[src/rtl/mc_ctrl_pkg.sv]
// mc_ctrl_pkg: shared encodings for the multi-cycle MIPS control FSM.
// Holds next-PC select codes, opcode/funct fields, datapath select codes,
// the FSM state encoding and the instruction-class flag bundle.
package mc_ctrl_pkg;

  // Next-PC select codes understood by the fetch unit
  localparam logic [2:0] NPC_SEL_NORMAL    = 3'd0;
  localparam logic [2:0] NPC_SEL_RELATIVE  = 3'd1;
  localparam logic [2:0] NPC_SEL_NRELATIVE = 3'd2;
  localparam logic [2:0] NPC_SEL_REG       = 3'd3;
  localparam logic [2:0] NPC_SEL_EPC       = 3'd4;
  localparam logic [2:0] NPC_SEL_INTERRUPT = 3'd5;

  // Primary opcodes
  localparam logic [5:0] OP_SPECIAL = 6'h00;
  localparam logic [5:0] OP_J       = 6'h02;
  localparam logic [5:0] OP_JAL     = 6'h03;
  localparam logic [5:0] OP_BEQ     = 6'h04;
  localparam logic [5:0] OP_ORI     = 6'h0d;
  localparam logic [5:0] OP_LUI     = 6'h0f;
  localparam logic [5:0] OP_COP0    = 6'h10;
  localparam logic [5:0] OP_LW      = 6'h23;
  localparam logic [5:0] OP_SW      = 6'h2b;

  // Funct / COP0 rs sub-codes
  localparam logic [5:0] FN_JR   = 6'h08;
  localparam logic [5:0] FN_ERET = 6'h18;
  localparam logic [5:0] FN_ADDU = 6'h21;
  localparam logic [5:0] FN_SUBU = 6'h23;
  localparam logic [4:0] RS_MF   = 5'h00;
  localparam logic [4:0] RS_MT   = 5'h04;

  // Datapath select codes
  localparam logic [2:0] ALU_ADD   = 3'd0;
  localparam logic [2:0] ALU_SUB   = 3'd1;
  localparam logic [2:0] ALU_OR    = 3'd2;
  localparam logic [2:0] ALU_PASSB = 3'd3;
  localparam logic [1:0] WD_ALU    = 2'd0;
  localparam logic [1:0] WD_MEM    = 2'd1;
  localparam logic [1:0] WD_PC     = 2'd2;
  localparam logic [1:0] WD_CP0    = 2'd3;
  localparam logic [1:0] REG_DST_RT = 2'd0;
  localparam logic [1:0] REG_DST_RD = 2'd1;
  localparam logic [1:0] REG_DST_RA = 2'd2;
  localparam logic [1:0] EXT_ZERO  = 2'd0;
  localparam logic [1:0] EXT_SIGN  = 2'd1;
  localparam logic [1:0] EXT_LUI   = 2'd2;

  typedef enum logic [3:0] {
    S_FETCH  = 4'd0,
    S_DECODE = 4'd1,
    S_EXE    = 4'd2,
    S_ALUWB  = 4'd3,
    S_MADDR  = 4'd4,
    S_MRD    = 4'd5,
    S_MWR    = 4'd6,
    S_MWB    = 4'd7,
    S_BRANCH = 4'd8,
    S_JUMP   = 4'd9,
    S_CP0    = 4'd10,
    S_INT    = 4'd11
  } state_e;

  // One-hot instruction class; all zero means "unsupported, treat as NOP"
  typedef struct packed {
    logic addu;
    logic subu;
    logic ori;
    logic lui;
    logic lw;
    logic sw;
    logic beq;
    logic j;
    logic jal;
    logic jr;
    logic eret;
    logic mfc0;
    logic mtc0;
  } ins_class_t;

endpackage

[src/rtl/mc_ctrl_decode.sv]
// mc_decode: combinational instruction classifier.
// Ports: i_ins  - instruction register contents
//        o_cls  - one-hot class flags (all zero for unsupported encodings)
import mc_ctrl_pkg::*;

module mc_decode (
  input  logic [31:0] i_ins,
  output ins_class_t  o_cls
);

  logic [5:0] w_op;
  logic [5:0] w_fn;
  logic [4:0] w_rs;
  logic       w_unused_ins;

  assign w_op = i_ins[31:26];
  assign w_fn = i_ins[5:0];
  assign w_rs = i_ins[25:21];
  // rt/rd/shamt/immediate fields do not affect the class
  assign w_unused_ins = ^i_ins[20:6];

  // Map opcode/funct/rs fields onto class flags
  always_comb begin
    o_cls = '0;
    case (w_op)
      OP_SPECIAL: begin
        case (w_fn)
          FN_ADDU: o_cls.addu = 1'b1;
          FN_SUBU: o_cls.subu = 1'b1;
          FN_JR:   o_cls.jr   = 1'b1;
          default: o_cls = '0;
        endcase
      end
      OP_ORI:  o_cls.ori = 1'b1;
      OP_LUI:  o_cls.lui = 1'b1;
      OP_LW:   o_cls.lw  = 1'b1;
      OP_SW:   o_cls.sw  = 1'b1;
      OP_BEQ:  o_cls.beq = 1'b1;
      OP_J:    o_cls.j   = 1'b1;
      OP_JAL:  o_cls.jal = 1'b1;
      OP_COP0: begin
        // eret lives in the CO space (rs[4] set); mfc0/mtc0 use exact rs codes
        if (w_rs[4] && (w_fn == FN_ERET)) begin
          o_cls.eret = 1'b1;
        end else if (w_rs == RS_MF) begin
          o_cls.mfc0 = 1'b1;
        end else if (w_rs == RS_MT) begin
          o_cls.mtc0 = 1'b1;
        end else begin
          o_cls = '0;
        end
      end
      default: o_cls = '0;
    endcase
  end

endmodule

[src/rtl/mc_ctrl.sv]
// mc_ctrl: multi-cycle main control FSM for the MIPS core.
// Inputs : clk, reset (async active-low), ins (IR), zero (ALU equal flag),
//          int_req (CP0-masked interrupt request)
// Outputs: fetch-unit controls (npc_sel, pc_write, rgs_ins_write),
//          GPR/ALU/extender selects, mem_write, CP0 strobes, instr_done.
// Outputs are Moore-style: decoded from the state register and the IR,
// which is stable for the whole instruction once FETCH has loaded it.
import mc_ctrl_pkg::*;

module mc_ctrl #(
  parameter bit INT_EN = 1'b1
) (
  input  logic        clk,
  input  logic        reset,
  input  logic [31:0] ins,
  input  logic        zero,
  input  logic        int_req,
  output logic [2:0]  npc_sel,
  output logic        pc_write,
  output logic        rgs_ins_write,
  output logic        reg_write,
  output logic [1:0]  reg_dst,
  output logic [1:0]  wd_sel,
  output logic [2:0]  alu_op,
  output logic        alu_src_imm,
  output logic [1:0]  ext_op,
  output logic        mem_write,
  output logic        cp0_write,
  output logic        epc_write,
  output logic        exl_set,
  output logic        exl_clr,
  output logic        instr_done
);

  state_e     r_state;
  ins_class_t w_cls;
  logic       w_rtype;
  logic       w_unknown;
  state_e     w_bnd_next;

  mc_decode u_decode (
    .i_ins (ins),
    .o_cls (w_cls)
  );

  assign w_rtype   = w_cls.addu | w_cls.subu;
  assign w_unknown = ~(|w_cls);
  // eret must reach its target before another interrupt can be taken
  assign w_bnd_next = (INT_EN && int_req && !w_cls.eret) ? S_INT : S_FETCH;

  // State register and transitions
  always_ff @(posedge clk or negedge reset) begin
    if (!reset) begin
      r_state <= S_FETCH;
    end else begin
      case (r_state)
        S_FETCH:  r_state <= S_DECODE;
        S_DECODE: begin
          if (w_rtype | w_cls.ori | w_cls.lui) begin
            r_state <= S_EXE;
          end else if (w_cls.lw | w_cls.sw) begin
            r_state <= S_MADDR;
          end else if (w_cls.beq) begin
            r_state <= S_BRANCH;
          end else if (w_cls.j | w_cls.jal | w_cls.jr | w_cls.eret) begin
            r_state <= S_JUMP;
          end else if (w_cls.mfc0 | w_cls.mtc0) begin
            r_state <= S_CP0;
          end else begin
            r_state <= w_bnd_next;
          end
        end
        S_EXE:    r_state <= S_ALUWB;
        S_MADDR:  r_state <= w_cls.lw ? S_MRD : S_MWR;
        S_MRD:    r_state <= S_MWB;
        S_ALUWB, S_MWR, S_MWB, S_BRANCH, S_JUMP, S_CP0: r_state <= w_bnd_next;
        S_INT:    r_state <= S_FETCH;
        default:  r_state <= S_FETCH;
      endcase
    end
  end

  // Output decode from state and instruction class
  always_comb begin
    npc_sel       = NPC_SEL_NORMAL;
    pc_write      = 1'b0;
    rgs_ins_write = 1'b0;
    reg_write     = 1'b0;
    reg_dst       = REG_DST_RT;
    wd_sel        = WD_ALU;
    alu_op        = ALU_ADD;
    alu_src_imm   = 1'b0;
    ext_op        = EXT_ZERO;
    mem_write     = 1'b0;
    cp0_write     = 1'b0;
    epc_write     = 1'b0;
    exl_set       = 1'b0;
    exl_clr       = 1'b0;
    instr_done    = 1'b0;
    case (r_state)
      S_FETCH: begin
        rgs_ins_write = 1'b1;
        pc_write      = 1'b1;
      end
      S_DECODE: instr_done = w_unknown;
      S_EXE: begin
        if (w_cls.subu) begin
          alu_op = ALU_SUB;
        end else if (w_cls.ori) begin
          alu_op = ALU_OR;
        end else if (w_cls.lui) begin
          alu_op = ALU_PASSB;
        end else begin
          alu_op = ALU_ADD;
        end
        alu_src_imm = w_cls.ori | w_cls.lui;
        ext_op      = w_cls.lui ? EXT_LUI : EXT_ZERO;
      end
      S_ALUWB: begin
        reg_write  = 1'b1;
        wd_sel     = WD_ALU;
        reg_dst    = w_rtype ? REG_DST_RD : REG_DST_RT;
        instr_done = 1'b1;
      end
      S_MADDR: begin
        alu_op      = ALU_ADD;
        alu_src_imm = 1'b1;
        ext_op      = EXT_SIGN;
      end
      S_MRD: instr_done = 1'b0;
      S_MWR: begin
        mem_write  = 1'b1;
        instr_done = 1'b1;
      end
      S_MWB: begin
        reg_write  = 1'b1;
        wd_sel     = WD_MEM;
        reg_dst    = REG_DST_RT;
        instr_done = 1'b1;
      end
      S_BRANCH: begin
        alu_op     = ALU_SUB;
        instr_done = 1'b1;
        // PC already holds PC+4, so the relative target is formed from it
        if (zero) begin
          pc_write = 1'b1;
          npc_sel  = NPC_SEL_RELATIVE;
        end else begin
          pc_write = 1'b0;
          npc_sel  = NPC_SEL_NORMAL;
        end
      end
      S_JUMP: begin
        pc_write   = 1'b1;
        instr_done = 1'b1;
        if (w_cls.j) begin
          npc_sel = NPC_SEL_NRELATIVE;
        end else if (w_cls.jal) begin
          npc_sel   = NPC_SEL_NRELATIVE;
          reg_write = 1'b1;
          reg_dst   = REG_DST_RA;
          wd_sel    = WD_PC;
        end else if (w_cls.jr) begin
          npc_sel = NPC_SEL_REG;
        end else begin
          npc_sel = NPC_SEL_EPC;
          exl_clr = 1'b1;
        end
      end
      S_CP0: begin
        instr_done = 1'b1;
        if (w_cls.mfc0) begin
          reg_write = 1'b1;
          wd_sel    = WD_CP0;
          reg_dst   = REG_DST_RT;
        end else begin
          cp0_write = 1'b1;
        end
      end
      S_INT: begin
        pc_write  = 1'b1;
        npc_sel   = NPC_SEL_INTERRUPT;
        epc_write = 1'b1;
        exl_set   = 1'b1;
      end
      default: npc_sel = NPC_SEL_NORMAL;
    endcase
  end

endmodule

[config.mk]
export PLATFORM = sky130hd
export DESIGN_NAME = mc_ctrl
export DESIGN_NICKNAME = d
export VERILOG_FILES = /design/src/rtl/mc_ctrl_pkg.sv /design/src/rtl/mc_ctrl_decode.sv /design/src/rtl/mc_ctrl.sv
export SDC_FILE = /design/constraint.sdc
export NUM_CORES = 1
export LEC_CHECK = 0
export ABC_AREA = 1
export CAP_MARGIN = 20
export CORE_MARGIN = 4
export CORE_UTILIZATION = 36
export DETAILED_ROUTE_END_ITERATION = 10
export GPL_TIMING_DRIVEN = 0
export PLACE_DENSITY = 0.9
export RECOVER_POWER = 100
export REMOVE_ABC_BUFFERS = 1
export SYNTH_ARGS = -nofsm -noshare
export SYNTH_HDL_FRONTEND = slang
export SYNTH_SLANG_ARGS = --single-unit
export TNS_END_PERCENT = 10
[constraint.sdc]
create_clock -name clk -period 3.8 [get_ports clk]
set_input_delay 0.57 -clock clk [delete_from_list [all_inputs] [get_ports clk]]
set_output_delay 0.57 -clock clk [all_outputs]
set_load 0.05 [all_outputs]
==> results of run 1 <==
[power groups by stage]
stage	combinational [mW]	clock [mW]	sequential [mW]
final	0.515	0.0520	0.0798
after floorplan	0.372	0	0.0764
after CTS	0.534	0.0542	0.0793
after global placement	0.522	0	0.0793
after global routing	0.558	0.0602	0.0824
after detailed placement	0.530	0	0.0798
[cell families (layout without fill, tap and decap cells)]
group / Yosys count / in the layout / synth area share, %
other: 1 / 1 / 0.500
and+or+nand+nor: 95 / 95 / 62.3
AOI/OAI and AO/OA: 10 / 10 / 9.35
buffers and inverters: 27 / 69 / 14.5
DFF: 4 / 4 / 13.4
[worst register-to-register path, stage by stage (launching register included)]
cell     delay, ns
dfrtp_1       0.44
nand2_2       0.14
nor2_1        0.05
inv_1         0.08
nand2_1       0.06
nor2_1        0.08
nand2_1       0.09
nand3_2       0.08
nand2_1       0.06
nor2_1        0.10
nand2_1       0.06
[metrics by stage]
step	hold slack, ns	worst slack, ns	utilization [%]
2_1_floorplan	0.274	0.499	-
3_3_place_gp	0.600	0.557	60.1
3_5_place_dp	0.609	0.433	60.1
4_1_cts	0.531	0.424	61.2
5_1_grt	0.604	0.166	61.0
6_report	0.604	0.307	61.0
[cells in the final DEF (no fill, tap or decap), drive strengths merged]
master	instances
a21boi	1
o21bai	2
nand2	38
or2	4
inv	25
conb	1
o221ai	1
dlygate4sd3	22
dfrtp	4
clkbuf	3
nor3	1
nand4	7
o22ai	2
o21ai	3
nor3b	1
clkdlybuf4s50	19
nand3	10
nor4	1
a21oi	1
nor2	33
[routing by layer]
metal	vias to the layer above	wire length, µm
li1	514	-
met5	-	0
met4	0	29
met1	436	904
met3	4	172
met2	41	1190
[worst max path at each step]
| stage | end | cells after the start |
|---|---|---|
| after global routing | instr_done | 10 |
| after detailed placement | instr_done | 10 |
| after CTS | instr_done | 10 |
| after global placement | instr_done | 10 |
| after floorplan | npc_sel[0] | 7 |
| final | instr_done | 10 |
[area by class of cell]
class | instances | area [µm²]
clock buffers | 3 | 22.5
fillers | 202 | 766
well taps | 27 | 33.8
repair buffers | 41 | 410
multi-input cells | 106 | 536
inverters | 25 | 93.8
flip-flops and latches | 4 | 100
==> results.cfg, run 1 <==
[cts]
cts_buffers = 3
clock_path_buffers = 2
root_buffer = clkbuf_4
htreeDepth = 1
cts_setup_buffers = 0
clk_latency_ns = 0.23
clk_pin_slew_worst_paths_ns = 0.04
cts_hold_buf = 0
ctsResizeCount = 0
clkSinkCount = 4
cts_tree = built

[global_route]
top_usage_layer = met2
met2_usage_pct = 34.9
grtUsageMet1_pct = 19.7
grt_max_degree = 7
gr-total-overflow = 0
grt_pass1_wl_mm = 3.87
grt_pass1_vias = 944
grtUsageTotal_pct = 17.8
gr-usage-met3_pct = 3.32
grt_antenna_before_repair = 0

[floorplan]
dieArea_um2 = 2880
core-area_um2 = 1960
die_w_um = 53.6
rows = 16
die_y_um = 53.6
initial_core_util_pct = 38.2
ios = 58

[synthesis]
yosysMostFrequentCell = nand2_1
yosys.area.top_type_share_pct = 16.0
syn_avg_cell_area_um2 = 5.47
ys_ff_latch = 4
async_flop_share_pct = 100
synthTopCellsByArea = nand2_1, dfrtp_1, nor2_1
synth_cells = 137
synthFlopType = dfrtp_1
ys_top_cells_by_count = nand2_1, nor2_1, inv_1, nand3_1
yosysTopAreaCell = nand2_1
synth_edf_count = 0
yosys_warnings = 0
ys_seq_area_share_pct = 13.4
syn_area_um2 = 749
synth_cell_types = 24

[cells_and_area]
largest_reg_flops = 4
final_cells = 206
reg.largest.list = r_state: 4 flops
area_delta_synth_final_pct = 59.6
diodes = 0
fin_nets = 217
drive_gt1_share_pct = 16.8
regMostFlops = r_state
fin_area_um2 = 1200

[power_and_ir_drop]
switching_share_pct = 60.1
power.density_nw_per_um2 = 541
power_frac_comb_pct = 79.6
switchingPower_uw = 389
pwr-share-seq_pct = 12.3
irDropWorstVdd_uv = 416
total_power_uw = 647
leakage_nw = 0.661
p_clk_share_pct = 8.0
power.internal_uw = 258

[critical_path]
startpoint = ins[28]
rr_startpoint = r_state[2]$_DFF_PN0_
slowest_delay_ns = 0.84
critPathCaptureType = output port
timing.critical_path.from_type = input port
path_cells = dlygate4sd3_1 > nor2_1 > nand2_2 > nor2_1 > nand2_2 > nand2_2 > nor2_4 > nand3_1 > o21bai_1 > clkdlybuf4s50_1
cpMostUsedCell = nand2_2
path_max_fanout = 5
rr_worst_depth = 10
critPathKind = in2out
crit_arrival_ns = 2.92
critPathRequiredTime_ns = 3.23
r2r_setup_slack_ns = 2.44
critPathTopFamily = buffers and inverters
cp_slowest_cell = clkdlybuf4s50_1
crit_buf_inv = 2
r2r_end = r_state[1]$_DFF_PN0_

[run_status]
status = completed

[timing]
slew_violations = 0
period_needed_ns = 3.49
tightest_slew_ns = 0.527
hold_viol = 0
fin_skew_ns = 0.00398
relSlewSlack_pct = 64.7
finalSetupTns_ns = 0
finalSetupViolCount = 0
fmax_mhz = 286
rsz0062_at_grt = false
period_share_pct = 91.9

[place]
dpl.hpwl_mm = 2.05
port_buffers = 41
place_area_um2 = 1180
gp_congestion = 0.868
dp.cells = 203

[routing]
vias = 995
via_per_inst = 4.83
ant_nets = 0
drt_wl_total_mm = 2.30
wire_per_inst_um = 11.2
drt-initial-drc-count = 42
route.detailed.drc = 0
first_pass_iters = 4

[flow_run]
drv_cap = 0

[min_path]
worstHoldPathType = in2async
Power figures use the tool's default switching activity.
==> inputs of run 2 (changes only) <==
--- a/config.mk
+++ b/config.mk
@@ -10,7 +10,9 @@
 export CORE_MARGIN = 4
 export CORE_UTILIZATION = 36
 export DETAILED_ROUTE_END_ITERATION = 10
+export GPL_ROUTABILITY_DRIVEN = 1
 export GPL_TIMING_DRIVEN = 0
+export HOLD_SLACK_MARGIN = 0.02
 export PLACE_DENSITY = 0.9
 export RECOVER_POWER = 100
 export REMOVE_ABC_BUFFERS = 1
==> results of run 2 <==
No change in the layout: final DEF, timing and power equal those of run 1.
